--- config.mk ---
export PLATFORM = sky130hd
export DESIGN_NAME = controllogic_flat
export DESIGN_NICKNAME = d
export VERILOG_FILES = /design/src/rtl/controllogic_pkg.sv /design/src/rtl/controllogic_if.sv /design/src/rtl/controllogic.sv /design/src/flat_wrapper.sv
export SDC_FILE = /design/constraint.sdc
export NUM_CORES = 1
export LEC_CHECK = 0
export BUFFER_PORTS_ARGS = -buffer_cell sky130_fd_sc_hd__buf_4
export CAP_MARGIN = 25
export CELL_PAD_IN_SITES_DETAIL_PLACEMENT = 0
export CELL_PAD_IN_SITES_GLOBAL_PLACEMENT = 1
export CORE_MARGIN = 1.5
export CORE_UTILIZATION = 42
export DETAILED_ROUTE_END_ITERATION = 10
export GPL_TIMING_DRIVEN = 0
export PLACE_DENSITY = 0.93
export RECOVER_POWER = 100
export SETUP_SLACK_MARGIN = 0.2
export SLEW_MARGIN = 20
export SYNTH_ARGS = -nofsm -noshare
export SYNTH_HDL_FRONTEND = slang
export SYNTH_SLANG_ARGS = --single-unit
--- constraint.sdc ---
create_clock -name clk -period 0.8 [get_ports clk]
set_input_delay 0.12 -clock clk [delete_from_list [all_inputs] [get_ports clk]]
set_output_delay 0.12 -clock clk [all_outputs]
set_load 0.03 [all_outputs]
--- src/rtl/controllogic_pkg.sv ---
// Shared state codes, select encodings and the control-word layout for the
// m/n/i/temp datapath decoder.
package controllogic_pkg;

  localparam int STATE_W = 5;

  localparam logic [STATE_W-1:0] S_IDLE    = 5'h00;
  localparam logic [STATE_W-1:0] S_INIT1   = 5'h01;
  localparam logic [STATE_W-1:0] S_INIT2   = 5'h02;
  localparam logic [STATE_W-1:0] S_INIT3   = 5'h03;
  localparam logic [STATE_W-1:0] S_INIT4   = 5'h04;
  localparam logic [STATE_W-1:0] S_CHECK1  = 5'h05;
  localparam logic [STATE_W-1:0] S_CHECK2  = 5'h06;
  localparam logic [STATE_W-1:0] S_CHECK3  = 5'h07;
  localparam logic [STATE_W-1:0] S_CHECK4  = 5'h08;
  localparam logic [STATE_W-1:0] S_CHECK5  = 5'h09;
  localparam logic [STATE_W-1:0] S_CHECK6  = 5'h0A;
  localparam logic [STATE_W-1:0] S_CHECK7  = 5'h0B;
  localparam logic [STATE_W-1:0] S_CHECK8  = 5'h0C;
  localparam logic [STATE_W-1:0] S_EXCH1   = 5'h0D;
  localparam logic [STATE_W-1:0] S_EXCH2   = 5'h0E;
  localparam logic [STATE_W-1:0] S_EXCH3   = 5'h0F;
  localparam logic [STATE_W-1:0] S_PRE1    = 5'h10;
  localparam logic [STATE_W-1:0] S_PRE2    = 5'h11;
  localparam logic [STATE_W-1:0] S_LOOP1   = 5'h12;
  localparam logic [STATE_W-1:0] S_LOOP2   = 5'h13;
  localparam logic [STATE_W-1:0] S_LOOP3   = 5'h14;
  localparam logic [STATE_W-1:0] S_LOOP4   = 5'h15;
  localparam logic [STATE_W-1:0] S_LOOP5   = 5'h16;
  localparam logic [STATE_W-1:0] S_LOOP6   = 5'h17;
  localparam logic [STATE_W-1:0] S_LOOP7   = 5'h18;
  localparam logic [STATE_W-1:0] S_LOOP8   = 5'h19;
  localparam logic [STATE_W-1:0] S_LOOP9   = 5'h1A;
  localparam logic [STATE_W-1:0] S_LOOP10  = 5'h1B;
  localparam logic [STATE_W-1:0] S_LOOP11  = 5'h1C;
  localparam logic [STATE_W-1:0] S_END1    = 5'h1D;
  localparam logic [STATE_W-1:0] S_END2    = 5'h1E;
  localparam logic [STATE_W-1:0] S_UNUSED1 = 5'h1F;

  localparam logic [2:0] MXA_M     = 3'd0;
  localparam logic [2:0] MXA_N     = 3'd1;
  localparam logic [2:0] MXA_I     = 3'd2;
  localparam logic [2:0] MXA_TEMP  = 3'd3;
  localparam logic [2:0] MXA_RAM   = 3'd4;
  localparam logic [2:0] MXA_ZERO  = 3'd5;
  localparam logic [2:0] MXA_ONE   = 3'd6;
  localparam logic [2:0] MXA_DIV   = 3'd7;

  localparam logic [1:0] MXB_ZERO  = 2'd0;
  localparam logic [1:0] MXB_N     = 2'd1;
  localparam logic [1:0] MXB_ONE   = 2'd2;
  localparam logic [1:0] MXB_TEMP  = 2'd3;

  localparam logic [1:0] EAB_M     = 2'd0;
  localparam logic [1:0] EAB_N     = 2'd1;
  localparam logic [1:0] EAB_RES   = 2'd2;
  localparam logic [1:0] EAB_IDX   = 2'd3;

  localparam logic EDB_ALU  = 1'b0;
  localparam logic EDB_TEMP = 1'b1;

  typedef struct packed {
    logic       ready;
    logic       ram_rd_en;
    logic       ram_wr_en;
    logic       en_alu;
    logic       en_div;
    logic       en_m;
    logic       en_n;
    logic       en_i;
    logic       en_temp;
    logic [2:0] mx_a;
    logic [1:0] mx_b;
    logic [1:0] mx_eab;
    logic       mx_edb;
    logic       set_s1;
    logic       set_z1;
    logic       sub1;
  } ctrl_t;

  localparam ctrl_t CTRL_NONE = '0;

endpackage

--- src/rtl/controllogic_if.sv ---
// Sequencer-to-decoder bundle: state code in, datapath control strobes out.
interface controllogic_if;
  import controllogic_pkg::*;

  logic [STATE_W-1:0] state;
  logic               ready;
  logic               ram_rd_en;
  logic               ram_wr_en;
  logic               EN_ALU;
  logic               EN_DIV;
  logic               EN_m;
  logic               EN_n;
  logic               EN_i;
  logic               EN_temp;
  logic [2:0]         MX_A;
  logic [1:0]         MX_B;
  logic [1:0]         MX_EAB;
  logic               MX_EDB;
  logic               SET_S1;
  logic               SET_Z1;
  logic               SUB1;

  modport master (
    output state,
    input  ready, ram_rd_en, ram_wr_en, EN_ALU, EN_DIV, EN_m, EN_n, EN_i, EN_temp,
    input  MX_A, MX_B, MX_EAB, MX_EDB, SET_S1, SET_Z1, SUB1
  );

  modport slave (
    input  state,
    output ready, ram_rd_en, ram_wr_en, EN_ALU, EN_DIV, EN_m, EN_n, EN_i, EN_temp,
    output MX_A, MX_B, MX_EAB, MX_EDB, SET_S1, SET_Z1, SUB1
  );

endinterface

--- src/rtl/controllogic.sv ---
// Control decoder: state code -> datapath strobes, registered so every output
// is a glitch-free copy of the decode one clock later.
module controllogic
  import controllogic_pkg::*;
(
  input  logic           clk,
  input  logic           reset_n,
  controllogic_if.slave  bus
);

  ctrl_t ctrl_d;
  ctrl_t ctrl_q;

  always_comb begin
    ctrl_d = CTRL_NONE;
    case (bus.state)
      S_IDLE:   ctrl_d.ready = 1'b1;
      S_INIT1: begin
        ctrl_d.ram_rd_en = 1'b1; ctrl_d.mx_eab = EAB_M; ctrl_d.mx_a = MXA_RAM;
        ctrl_d.en_alu = 1'b1; ctrl_d.en_m = 1'b1;
      end
      S_INIT2: begin
        ctrl_d.ram_rd_en = 1'b1; ctrl_d.mx_eab = EAB_N; ctrl_d.mx_a = MXA_RAM;
        ctrl_d.en_alu = 1'b1; ctrl_d.en_n = 1'b1;
      end
      S_INIT3:  begin ctrl_d.mx_a = MXA_ZERO; ctrl_d.en_alu = 1'b1; ctrl_d.en_i = 1'b1; end
      S_INIT4:  begin ctrl_d.mx_a = MXA_ONE; ctrl_d.en_alu = 1'b1; ctrl_d.en_temp = 1'b1; end
      S_CHECK1: begin
        ctrl_d.mx_a = MXA_M; ctrl_d.mx_b = MXB_N; ctrl_d.sub1 = 1'b1; ctrl_d.set_s1 = 1'b1;
      end
      S_CHECK2: begin ctrl_d.mx_a = MXA_M; ctrl_d.set_z1 = 1'b1; end
      S_CHECK3: begin ctrl_d.mx_a = MXA_N; ctrl_d.set_z1 = 1'b1; end
      S_CHECK4: begin
        ctrl_d.mx_a = MXA_I; ctrl_d.mx_b = MXB_ONE; ctrl_d.sub1 = 1'b1; ctrl_d.set_s1 = 1'b1;
      end
      S_CHECK5: begin
        ctrl_d.ram_rd_en = 1'b1; ctrl_d.mx_eab = EAB_IDX; ctrl_d.mx_a = MXA_RAM;
        ctrl_d.en_alu = 1'b1; ctrl_d.en_temp = 1'b1;
      end
      S_CHECK6: begin ctrl_d.mx_a = MXA_TEMP; ctrl_d.set_z1 = 1'b1; end
      S_CHECK7: begin
        ctrl_d.mx_a = MXA_TEMP; ctrl_d.mx_b = MXB_N; ctrl_d.sub1 = 1'b1; ctrl_d.set_s1 = 1'b1;
      end
      S_EXCH1:  begin ctrl_d.mx_a = MXA_M; ctrl_d.en_alu = 1'b1; ctrl_d.en_temp = 1'b1; end
      S_EXCH2:  begin ctrl_d.mx_a = MXA_N; ctrl_d.en_alu = 1'b1; ctrl_d.en_m = 1'b1; end
      S_EXCH3:  begin ctrl_d.mx_a = MXA_TEMP; ctrl_d.en_alu = 1'b1; ctrl_d.en_n = 1'b1; end
      S_PRE1:   begin ctrl_d.mx_a = MXA_ZERO; ctrl_d.en_alu = 1'b1; ctrl_d.en_i = 1'b1; end
      S_PRE2:   begin ctrl_d.mx_a = MXA_M; ctrl_d.en_alu = 1'b1; ctrl_d.en_temp = 1'b1; end
      S_LOOP1:  begin ctrl_d.mx_a = MXA_TEMP; ctrl_d.mx_b = MXB_N; ctrl_d.en_div = 1'b1; end
      S_LOOP2:  begin ctrl_d.mx_a = MXA_DIV; ctrl_d.en_alu = 1'b1; ctrl_d.en_temp = 1'b1; end
      S_LOOP3:  begin ctrl_d.mx_a = MXA_TEMP; ctrl_d.set_z1 = 1'b1; end
      S_LOOP4:  begin
        ctrl_d.ram_wr_en = 1'b1; ctrl_d.mx_eab = EAB_IDX; ctrl_d.mx_edb = EDB_TEMP;
      end
      S_LOOP5:  begin
        ctrl_d.mx_a = MXA_I; ctrl_d.mx_b = MXB_ONE; ctrl_d.en_alu = 1'b1; ctrl_d.en_i = 1'b1;
      end
      S_LOOP6:  begin
        ctrl_d.mx_a = MXA_M; ctrl_d.mx_b = MXB_N; ctrl_d.sub1 = 1'b1;
        ctrl_d.en_alu = 1'b1; ctrl_d.en_temp = 1'b1;
      end
      S_LOOP7:  begin ctrl_d.mx_a = MXA_TEMP; ctrl_d.set_s1 = 1'b1; ctrl_d.set_z1 = 1'b1; end
      S_LOOP8:  begin ctrl_d.mx_a = MXA_N; ctrl_d.en_alu = 1'b1; ctrl_d.en_m = 1'b1; end
      S_LOOP9:  begin ctrl_d.mx_a = MXA_TEMP; ctrl_d.en_alu = 1'b1; ctrl_d.en_n = 1'b1; end
      S_LOOP10: begin
        ctrl_d.mx_a = MXA_I; ctrl_d.mx_b = MXB_ONE; ctrl_d.sub1 = 1'b1; ctrl_d.set_z1 = 1'b1;
      end
      S_END1:   begin
        ctrl_d.ram_wr_en = 1'b1; ctrl_d.mx_eab = EAB_RES; ctrl_d.mx_edb = EDB_ALU;
        ctrl_d.mx_a = MXA_M; ctrl_d.en_alu = 1'b1;
      end
      S_END2:   ctrl_d.ready = 1'b1;
      // CHECK8, LOOP11 and the unused code all decode to the idle-safe word
      default:  ctrl_d = CTRL_NONE;
    endcase
  end

  always_ff @(posedge clk or negedge reset_n) begin
    if (!reset_n) ctrl_q <= CTRL_NONE;
    else          ctrl_q <= ctrl_d;
  end

  assign bus.ready     = ctrl_q.ready;
  assign bus.ram_rd_en = ctrl_q.ram_rd_en;
  assign bus.ram_wr_en = ctrl_q.ram_wr_en;
  assign bus.EN_ALU    = ctrl_q.en_alu;
  assign bus.EN_DIV    = ctrl_q.en_div;
  assign bus.EN_m      = ctrl_q.en_m;
  assign bus.EN_n      = ctrl_q.en_n;
  assign bus.EN_i      = ctrl_q.en_i;
  assign bus.EN_temp   = ctrl_q.en_temp;
  assign bus.MX_A      = ctrl_q.mx_a;
  assign bus.MX_B      = ctrl_q.mx_b;
  assign bus.MX_EAB    = ctrl_q.mx_eab;
  assign bus.MX_EDB    = ctrl_q.mx_edb;
  assign bus.SET_S1    = ctrl_q.set_s1;
  assign bus.SET_Z1    = ctrl_q.set_z1;
  assign bus.SUB1      = ctrl_q.sub1;

endmodule

--- src/flat_wrapper.sv ---
// flat-port wrapper written by rule: the top's interface ports become plain ports
module controllogic_flat import controllogic_pkg::*;
  (clk, reset_n, bus_state, bus_ready, bus_ram_rd_en, bus_ram_wr_en, bus_EN_ALU, bus_EN_DIV, bus_EN_m, bus_EN_n, bus_EN_i, bus_EN_temp, bus_MX_A, bus_MX_B, bus_MX_EAB, bus_MX_EDB, bus_SET_S1, bus_SET_Z1, bus_SUB1);
  controllogic_if bus_i ();
  input  logic clk;
  input  logic reset_n;
  input wire logic [$bits(bus_i.state)-1:0] bus_state;
  output wire logic [$bits(bus_i.ready)-1:0] bus_ready;
  output wire logic [$bits(bus_i.ram_rd_en)-1:0] bus_ram_rd_en;
  output wire logic [$bits(bus_i.ram_wr_en)-1:0] bus_ram_wr_en;
  output wire logic [$bits(bus_i.EN_ALU)-1:0] bus_EN_ALU;
  output wire logic [$bits(bus_i.EN_DIV)-1:0] bus_EN_DIV;
  output wire logic [$bits(bus_i.EN_m)-1:0] bus_EN_m;
  output wire logic [$bits(bus_i.EN_n)-1:0] bus_EN_n;
  output wire logic [$bits(bus_i.EN_i)-1:0] bus_EN_i;
  output wire logic [$bits(bus_i.EN_temp)-1:0] bus_EN_temp;
  output wire logic [$bits(bus_i.MX_A)-1:0] bus_MX_A;
  output wire logic [$bits(bus_i.MX_B)-1:0] bus_MX_B;
  output wire logic [$bits(bus_i.MX_EAB)-1:0] bus_MX_EAB;
  output wire logic [$bits(bus_i.MX_EDB)-1:0] bus_MX_EDB;
  output wire logic [$bits(bus_i.SET_S1)-1:0] bus_SET_S1;
  output wire logic [$bits(bus_i.SET_Z1)-1:0] bus_SET_Z1;
  output wire logic [$bits(bus_i.SUB1)-1:0] bus_SUB1;
  assign bus_i.state = bus_state;
  assign bus_ready = bus_i.ready;
  assign bus_ram_rd_en = bus_i.ram_rd_en;
  assign bus_ram_wr_en = bus_i.ram_wr_en;
  assign bus_EN_ALU = bus_i.EN_ALU;
  assign bus_EN_DIV = bus_i.EN_DIV;
  assign bus_EN_m = bus_i.EN_m;
  assign bus_EN_n = bus_i.EN_n;
  assign bus_EN_i = bus_i.EN_i;
  assign bus_EN_temp = bus_i.EN_temp;
  assign bus_MX_A = bus_i.MX_A;
  assign bus_MX_B = bus_i.MX_B;
  assign bus_MX_EAB = bus_i.MX_EAB;
  assign bus_MX_EDB = bus_i.MX_EDB;
  assign bus_SET_S1 = bus_i.SET_S1;
  assign bus_SET_Z1 = bus_i.SET_Z1;
  assign bus_SUB1 = bus_i.SUB1;
  controllogic u_core (.clk(clk), .reset_n(reset_n), .bus(bus_i));
endmodule
### After elaboration in Yosys (flattened, before gate mapping)

Cells that the tools add are included.

| operators by class | value |
|---|---|
| muxes and demuxes | 16 |
| $add $sub $neg | 0 |
| multiply operators | 0 |
| equality and inequality tests | 28 |
| shift-type cells | 0 |
| reductions and logical operators | 18 |
| bitwise logic cells | 0 |
| order comparisons | 0 |
| divide/modulo/power cells | 0 |

Operator list:

| cell | count |
|---|---|
| 5-bit == test (second input constant) | 14 |
| 5-bit by 4-bit == test with 1-bit output (second input constant) | 7 |
| 3-bit one-hot mux with 7 select lines | 1 |
| 5-bit by 3-bit == test with 1-bit output (second input constant) | 4 |
| 3-bit OR reduction | 6 |
| 16-bit OR reduction | 1 |
| 1-bit 2-to-1 mux | 13 |
| 6-bit OR reduction | 2 |
| 5-bit by 2-bit == test with 1-bit output (second input constant) | 2 |
| 2-bit OR reduction | 4 |
| 4-bit OR reduction | 2 |
| 7-bit OR reduction | 1 |
| 2-bit one-hot mux with 3 select lines | 1 |
| 5-bit by 1-bit == test with 1-bit output (second input constant) | 1 |
| 5-bit logical NOT | 1 |
| 5-bit OR reduction | 1 |
| 2-bit one-hot mux with 2 select lines | 1 |

| storage, ports and cells | value |
|---|---|
| memories kept | 0 |
| bits in registers | 20 |
| RAM bits | 0 |
| bits in latches | 0 |
| output and inout port bits | 20 |
| bits in read-only memories | 0 |

### Depth between registers and ports, before layout

| depth | value |
|---|---|
| depth in word-level cells | 3 |
| depth in mapped cells | 5 |

### Worst setup path before layout

No wires, ideal clock.

| timing path | value |
|---|---|
| path type | input port to flip-flop |
| start point | input bus_state[2] |
| end point | register u_core.ctrl_q (netlist bit u_core.bus.EN_ALU) |
| slack | -0.161 ns |
| stages on the path | 4 |
| library setup time | 0.126 ns |
| arrival | 0.835 ns |
| cell sequence | buf_4 > nor2_1 > nor3b_1 > o311a_1 |

RTL lines:

| item | line | text |
|---|---|---|
| start, declared | flat_wrapper.sv:7 | `input wire logic [$bits(bus_i.state)-1:0] bus_state;` |
| end signal, assigned | controllogic.sv:80 | `else ctrl_q <= ctrl_d;` |
| end, declared | controllogic.sv:12 | `ctrl_t ctrl_q;` |

### Worst setup path after layout

| timing path | value |
|---|---|
| start point | register u_core.ctrl_q (netlist bit u_core.bus.MX_EDB) |
| end point | output bus_MX_EDB |

RTL lines:

| item | line | text |
|---|---|---|
| end, declared | flat_wrapper.sv:20 | `output wire logic [$bits(bus_i.MX_EDB)-1:0] bus_MX_EDB;` |

No word-level cell between the ends.

==> metrics.md <==
| Metric | Value |
|---|---|
| Period utilization | 1.24 |
| Met1 GRT Util | 0.413 |
| Area of the die | 2930 um^2 |
| Final slew viol count | 0 |
| Total power | 2.70 mW |
| IO buf count | 25 |
| Seq pwr share | 0.404 |
| Vias in the first global route | 1,165 |
| First-pass GRT wire length | 6.21 mm |
| TritonRoute pass-1 iters | 4 |
| Deepest clock path buffer count | 2 |
| Crit path max-delay family | flip-flops |
| Post-synth EDFFs | 0 |
| Reg area | 500 um^2 |
| Slowest-stage cell, CP | dfrtp_1 |
| WP data required | 0.68 ns |
| Crit-path max cell delay | 0.42 ns |
| DRT antenna net count | 0 |
| Grt total ovfl | 0 |
| Final setup viols | 24 |
| Pint | 1.84 mW |
| Power share of the combinational group | 0.370 |
| Clk Tree Root Cell | clkbuf_4 |
| # rows | 18 |
| Total CTS buffers | 3 |
| Most used DFF post-synth | dfrtp_1 |
| Fill cell count | 130 |
| Htree depth | 1 |
| Final worst slack | -0.192 ns |
| Relative slew slack | 0.673 |
| # IOs | 27 |
| RSZ-0062 raised after global routing | yes |
| Clk pwr share | 0.226 |
| Setup crit end kind | output pin |
| Number of remaining DRC errors | 0 |
| Syn avg cell area | 10.1 um^2 |
| Routed length per instance | 23.0 um |
| Clock sinks | 20 |
| Setup TNS | -3.52 ns |
| Sequential cell area fraction in the yosys report | 0.457 |
| Area added between synthesis and finish | 85.7% |
| DP HPWL | 1.78 mm |
| Max reg flops | 3 |
| Crit path max fanout | 1 |
| Die width | 54.1 um |
| Core Area | 2480 um^2 |
| Clock-pin transition on the worst setup and hold timing paths | 0.11 ns |
| Maximum vdd drop | 1.22 mV |
| DRT Wirelength | 4.29 mm |
| Hold slack | 0.0710 ns |
| Cell Pwr Density | 1330 nW/um^2 |
| Tightest Hold Check Type | input port to register |
| Area of the multi-input gates | 662 um^2 |
| Final hold violations | 0 |
| Mapped Nets | 115 |
| Failing checks | setup timing |
| Outcome | finished, violations left |
| CTS tree | done |
| Worst-Margin Slew | 0.490 ns |
| Worst Path Buf+Inv | 1 |
| Initial Utilization | 0.442 |
| Leak Pwr | 0.913 nW |
| Met3 GRT Util | 0.0444 |
| Worst Path Arrival | 0.87 ns |
| Vias/cell | 6.33 |
| Psw | 861 uW |
| Critical path, cell by cell | buf_6 |
| Max-cap violation count | 0 |
| Initial antenna violation count | 0 |
| Max Freq | 1010 MHz |
| Die Ht | 54.1 um |
| GRT met2 Usage | 0.480 |
| Largest net degree at the start of global routing | 21 |
| Via count | 1,183 |
| Starting DRT DRC Count | 57 |
| Number of antenna diodes | 0 |
| Place WS | -0.313 ns |
| GPL Wtd Cong | 0.887 |
| Commonest non-fill, non-tap cell in the layout | buf_6 |
| Post-Syn Instances | 108 |
| Yosys Warn Count | 0 |
| Fraction of registers with async set/reset | 1.00 |
| Cell Area, Synth | 1100 um^2 |
| GRT Total Usage | 0.307 |
| Most frequent cells in the layout | buf_6, dfrtp_1, buf_8 |
| Nets | 165 |
| Synth Register Bits | 20 |
| Crit Path Class | register to output pin |
| Share of cells above drive strength 1 | 0.605 |
| Sw frac | 0.319 |
| Count of cell types in the netlist | 43 |
| Crit start category | register |
| Final worst path period need | 0.992 ns |
| Grt peak-use layer | met2 |
[routing by layer]
| layer | routed length, um | vias up |
|---|---|---|
| met4 | 155 | 0 |
| met3 | 274 | 18 |
| met1 | 1800 | 596 |
| met5 | 0 | - |
| met2 | 2070 | 77 |
| li1 | - | 492 |
[what timing repair did]
item / 4_1_cts / 5_1_grt
endpoints found under the hold margin: 20 / 0
pin swaps: 21 / 15
endpoints found under the setup margin: 38 / 38
setup buffers: 9 / 2
gates cloned: 8 / 0
gates resized for setup: 82 / 25
hold buffers: 1 / 0
[metrics by stage]
stage | instances | area, um^2 | utilization
2_1_floorplan | 108 | 1140 | -
3_3_place_gp | 163 | 1370 | 0.552
3_5_place_dp | 163 | 1370 | 0.552
4_1_cts | 185 | 1990 | 0.805
5_1_grt | 187 | 2040 | 0.822
6_report | 187 | 2040 | 0.822
[path summary, 6_finish.rpt]
kind | from | slack, ns | to | cells after the start
worst max-delay path | u_core.bus.MX_EDB | -0.19 | bus_MX_EDB | 1
worst min-delay path | bus_state[4] | 0.07 | u_core.bus.ram_wr_en | 3
max in group asynchronous | reset_n | 0.18 | u_core.bus.EN_ALU | 2
min in group asynchronous | reset_n | 0.28 | u_core.bus.MX_A[0] | 2
[Yosys cell counts (all sizes together) (2+ instances only)]
cell type	instances	area, um^2
nand2	7	26.3
o211ai	3	27.5
xor2	2	17.5
a32oi	2	17.5
a31oi	2	12.5
buf	11	96.3
nor3	2	10.0
or2	2	15.0
nor2b	5	31.3
o21ai	5	25.0
o32ai	2	17.5
a21oi	9	45.0
nor2	6	22.5
inv	4	15.0
nor3b	3	22.5
dfrtp	20	500
a221oi	2	23.8
nand2b	2	12.5
[kinds of logic (layout without fill, tap and decap cells)]
kind of cell | Yosys count | count (layout) | synth area share
buffers and inverters | 15 | 64 | 0.102
AND/OR/NAND/NOR | 36 | 36 | 0.185
multiplexers | 1 | 1 | 0.0103
flip-flops | 20 | 20 | 0.457
XOR/XNOR | 3 | 3 | 0.0240
AO/OA/AOI/OAI | 33 | 33 | 0.223
[power groups by stage]
| stage | Clock [mW] | Sequential [mW] | Combinational [mW] |
|---|---|---|---|
| after CTS | 0.595 | 1.09 | 0.919 |
| after detailed placement | 0 | 1.10 | 0.583 |
| after floorplan | 0 | 1.22 | 0.273 |
| after global routing | 0.660 | 1.10 | 1.03 |
| final | 0.611 | 1.09 | 0.998 |
| after global placement | 0 | 1.10 | 0.577 |
[layout make-up]
type	count	area share
multi-input cells	73	0.325
inverters	4	0.00738
clock buffers	4	0.0178
flip-flops and latches	20	0.246
well taps	30	0.0184
repair buffers	45	0.308
plain buffers	11	0.0774
(Power assumes the default switching activity.)
